[config.mk]
export PLATFORM = sky130hd
export DESIGN_NAME = pipeline_elastic_chain
export DESIGN_NICKNAME = d
export VERILOG_FILES = /design/src/rtl/pipeline_elastic_chain.sv
export SDC_FILE = /design/constraint.sdc
export NUM_CORES = 1
export LEC_CHECK = 0
export ABC_AREA = 1
export CAP_MARGIN = 30
export CORE_AREA = 2 2 61 63
export DETAILED_ROUTE_END_ITERATION = 8
export DIE_AREA = 0 0 63 65
export SLEW_MARGIN = 20
export SYNTH_ARGS = -nofsm -noshare
export SYNTH_HDL_FRONTEND = slang
export SYNTH_SLANG_ARGS = --single-unit
[constraint.sdc]
create_clock -name clk -period 1.2 [get_ports clk]
set_input_delay 0.3 -clock clk [delete_from_list [all_inputs] [get_ports clk]]
set_output_delay 0.3 -clock clk [all_outputs]
set_load 0.005 [all_outputs]
[src/rtl/pipeline_elastic_chain.sv]
// Multi-stage elastic register chain with valid/ready handshaking, global hold,
// synchronous flush and bubble collapsing.
module pipeline_elastic_chain #(
    parameter  int unsigned WIDTH = 8,
    parameter  int unsigned DEPTH = 3,
    localparam int unsigned CNT_W = $clog2(DEPTH + 1)
) (
    input  logic             clk,
    input  logic             reset,
    input  logic             hold,
    input  logic             flush,
    input  logic             in_valid,
    input  logic [WIDTH-1:0] in_data,
    output logic             in_ready,
    output logic             out_valid,
    output logic [WIDTH-1:0] out_data,
    input  logic             out_ready,
    output logic [CNT_W-1:0] occupancy
);

    logic [DEPTH-1:0] v;
    logic [WIDTH-1:0] d [DEPTH];
    logic [DEPTH:0]   acc;
    logic [DEPTH-1:0] up_v;
    logic [WIDTH-1:0] up_d [DEPTH];
    logic             in_xfer;
    logic             out_xfer;

    // A stage can take a new entry when it is empty or its own entry moves on,
    // which is what lets entries collapse into bubbles while the tail is blocked.
    always_comb begin
        acc        = '0;
        acc[DEPTH] = out_ready;
        for (int unsigned k = 0; k < DEPTH; k++) begin
            acc[DEPTH-1-k] = ~hold & (~v[DEPTH-1-k] | acc[DEPTH-k]);
        end
    end

    always_comb begin
        up_v    = '0;
        up_v[0] = in_valid;
        up_d[0] = in_data;
        for (int unsigned k = 1; k < DEPTH; k++) begin
            up_v[k] = v[k-1];
            up_d[k] = d[k-1];
        end
    end

    assign in_ready  = acc[0] & ~flush;
    assign out_valid = v[DEPTH-1] & ~hold;
    assign out_data  = d[DEPTH-1];
    assign in_xfer   = in_valid & in_ready;
    assign out_xfer  = out_valid & out_ready & ~flush;

    always_ff @(posedge clk or negedge reset) begin
        if (!reset) begin
            v         <= '0;
            occupancy <= '0;
            for (int unsigned k = 0; k < DEPTH; k++) begin
                d[k] <= '0;
            end
        end else if (flush) begin
            v         <= '0;
            occupancy <= '0;
        end else begin
            for (int unsigned k = 0; k < DEPTH; k++) begin
                if (acc[k]) begin
                    v[k] <= up_v[k];
                    if (up_v[k]) begin
                        d[k] <= up_d[k];
                    end
                end
            end
            unique case ({in_xfer, out_xfer})
                2'b10:   occupancy <= occupancy + CNT_W'(1);
                2'b01:   occupancy <= occupancy - CNT_W'(1);
                default: occupancy <= occupancy;
            endcase
        end
    end

endmodule

### After elaboration in Yosys (flattened, before gate mapping)

Cells that the tools add are included.
Widths: inputs -> output; s select.

* logic and storage cells: 40
* bits in registers: 29

* multiplexer cells: 6
* bitwise gates (word level): 16
* reduce and logical (&&, ||, !) cells: 7
* eq/ne operators: 2
* $add $sub $neg: 2

Operators by type and width (number)
* $reduce_and 3->1: 3
* $and 1x1->1: 8
* $reduce_bool 2->1: 3
* $not 1->1: 5
* $pmux 2 s2: 1
* $mux 1: 3
* $mux 3: 1
* $or 1x1->1: 3
* $reduce_bool 3->1: 1
* $add 2x1->2 const B: 1
* $eq 2x1->1 const B: 1
* $eq 2x2->1 const B: 1
* $mux 2: 1
* $sub 2x1->2 const B: 1

### Logic depth before layout (Yosys ltp)

* depth in word-level cells: 12
* gate-level depth with buffers: 9
* mapped depth without buffers: 9

### Least setup slack after synthesis

Ideal clock, no wire load.

* kind: flip-flop to flip-flop
* from: register v[2]
* to: register d[15] (netlist bit)
* data arrival time: 1.112 ns
* path slack: -0.029 ns
* required time: 1.083 ns
* setup time: 0.117 ns
* path buffers: 1
* clock period less this slack: 1.229 ns
* stages on the path, launching flop included: 7
* cells stage by stage: dfrtp_1 a21oi_2 o21bai_1 nand3b_4 buf_6 nand2_1 o21ai_2

* word-level cells in the longest chain between the ends: 6

RTL lines
* start: declaration: RTL line 21 `logic [DEPTH-1:0] v;`
* start signal: indexed assignment: RTL line 68 `v[k] <= up_v[k];`
* $not 1->1: RTL line 35 `acc[DEPTH-1-k] = ~hold & (~v[DEPTH-1-k] | acc[DEPTH-k]);`
* $or 1x1->1: RTL line 35
* $and 1x1->1: RTL line 35
* $or 1x1->1: RTL line 35
* $and 1x1->1: RTL line 35
* $reduce_and 3->1 (no line)
* end signal: indexed assignment: RTL line 70 `d[k] <= up_d[k];`
* end: declaration: RTL line 22 `logic [WIDTH-1:0] d [DEPTH];`

No other way between the ends.
A chain may end at the register's enable or synchronous reset.

### Final worst setup path

* from: register v[2]
* to: output in_ready

* word-level cells in the longest chain between the ends: 8

RTL lines
* $not 1->1: RTL line 35
* $or 1x1->1: RTL line 35
* $and 1x1->1: RTL line 35
* $or 1x1->1: RTL line 35
* $and 1x1->1: RTL line 35
* $or 1x1->1: RTL line 35
* $and 1x1->1: RTL line 35
* $and 1x1->1: RTL line 49 `assign in_ready = acc[0] & ~flush;`
* end: declaration: RTL line 14 `output logic in_ready,`

No other way between the ends.

==> impl_results.md <==
- Status: finished with violations
- Failing checks: negative setup slack
- Fin nets: 186
- Vias after detailed routing: 1,022
- Reg2Reg Depth: 6
- Final Slew Violations: 0
- Synth Warn #: 0
- Peak supply drop: 643 µV
- Die span in x: 63 µm
- Endpoints failing setup: 30
- Clk_lat worst skew: 310 ps
- Clock-pin slew on the worst setup and hold paths: 80 ps
- Top cells by area, synth: dfrtp_1 55%, mux2_2 6.8%, nand2_1 5.4%, o21ai_2 5.3%, buf_4 4.5%
- WS Path Type: flip-flop to output port
- Final Util: 53.1%
- Synthesized area: 1320 µm²
- Layout cells sized above 1: 47.7%
- Gr usage total: 14.9%
- Vias/cell: 4.65
- Yosys cell types: 18
- H-tree Lvls: 2
- Commonest non-fill, non-tap cell in the layout: dfrtp_1
- Crit path arrival time: 1150 ps
- Drt wl/cell: 12.5 µm
- Post-synthesis net count: 143
- Clk buf depth: 2
- Synth area leader: dfrtp_1
- Vias in the first global route: 1,053
- Cell Pwr Density: 1290 nW/µm²
- Average size of a mapped cell: 10.2 µm²
- DPL Wire Length: 1650 µm
- CP required: 900 ps
- Met1 Wirelength: 1150 µm
- Antenna violations before repair: 0
- Worst Skew: 4.75 ps
- Worst Path Max Fanout: 2
- Area of the die: 4100 µm²
- Fmax: 688 MHz
- Seq cells post-synth: 29
- CTS Hold Bufs: 0
- Total Wirelength: 2760 µm
- Overflow after GRT: 0
- Filler cell count: 316
- Worst-Margin Slew: 358 ps
- Metal3 WL: 115 µm
- TritonRoute pass-1 iters: 4
- # rows: 22
- Ports: 26
- TritonCTS clock tree: built
- Top-area cell type share of the netlist area: 54.9%
- Max Cap Viol: 0
- Pleak: 0.972 nW
- Gp weighted congestion: 0.763
- Fin. Hold Viols: 0
- Setup TNS: -5080 ps
- Input/output buffers: 25
- Starting density of the core: 37.8%
- Fin crit share: 121%
- Largest net degree at the start of global routing: 30
- RSZ-0062 raised after global routing: yes
- Root buffer cell: clkbuf_4
- Area Growth Syn to Fin: 40.4%
- Final worst path period need: 1450 ps
- Startpoint types: flip-flop
- WL met2: 1440 µm
- Core ar.: 3500 µm²
- First-pass GRT wire length: 4620 µm
- Hold WC Path Type: input pin to asynchronous set/reset pin
- Top Layer Used: met4
- Critical Path End Type: output port
- CTS Sinks: 29
- Die height: 65 µm
- Most frequent cells in the layout: 29 x dfrtp_1, 15 x nand2_1, 15 x buf_4, 13 x inv_1, 11 x buf_2
- Post-route DRC: 0
- Post-synthesis sequential area ratio: 54.9%
- Cells after Synth: 129
- Initial DRC count: 43
- Total power: 2.39 mW
- Diode count: 0
- Slew HR: 76.1%
- Antenna-violating nets left: 0
- Number of buffers created by CTS: 5
- Final worst setup slack: -253 ps
-- critical path, stage by stage, from the launching register on --
cell and delay (ps):
dfrtp_1 390, buf_6 120, nand4_1 100, nand2_1 80, inv_1 30, buf_2 120
-- through the flow --
stage,std cells,instance area (µm²),hold WS [ps],setup slack (ps)
finish,220,1860,337,-253
global route,220,1860,323,-365
CTS,219,1770,337,-236
detailed placement,202,1630,471,-639
global placement,202,1630,467,-600
floorplan,129,1320,4.41,-14.4
-- metal layers --
| layer | GRT usage [%] | up-vias |
|---|---|---|
| li1 | - | 501 |
| met1 | 16.3 | 486 |
| met2 | 24.5 | 28 |
| met3 | 4.51 | 7 |
| met4 | 10.8 | 0 |
| met5 | 0 | - |
-- logic make-up (layout without fill, tap and decap cells) --
logic type / after synthesis / after routing / synth area share (%)
compound gates: 21 / 21 / 11.1
simple gates: 44 / 46 / 15.5
mux: 8 / 8 / 6.82
buf+inv: 27 / 68 / 11.6
flops: 29 / 29 / 54.9
-- cells in the mapped netlist (all sizes together) --
cell    number
dfrtp       29
nand2       20
inv         16
nor2        13
buf         11
a21oi       10
mux2         8
o21ai        8
nand3        7
nand4        2
o31ai        2
and3         1
nand3b       1
o21bai       1
-- power breakdown --
part | internal, mW | switching, mW | total [mW]
clock | 0.276 | 0.296 | 0.572
sequential | 1.17 | 0.0880 | 1.26
combinational | 0.297 | 0.257 | 0.554
total | 1.74 | 0.641 | 2.39
-- registers in the layout, indices dropped and copies added (netlist names) --
| register | flops |
|---|---|
| d | 16 |
| out_data | 8 |
| v | 3 |
| occupancy | 2 |
-- worst paths after layout --
check	from	slack (ps)	endpoint
max in group asynchronous	reset	700	d[21]
min in group clk	d[10]	480	d[10]
worst max-delay path	v[2]	-250	in_ready
worst min-delay path	reset	340	out_data[7]
worst max register to register	v[2]	-250	d[15]
worst min register to register	d[10]	480	d[10]
-- area by class of cell --
class,count,area [µm²],area share [%]
clock buffer,7,55.1,2.97
multi-input combinational,75,582,31.4
inverter,16,60.1,3.24
timing repair buffer,45,373,20.1
tap,48,60.1,3.24
sequential,29,726,39.1
-- timing repair --
item,CTS,global route
pin swaps,10,2
gates cloned,2,0
endpoints found under the setup margin,40,31
buffers inserted,9,1
resized for setup,65,22
No activity file was read; power rests on OpenSTA's default activity.
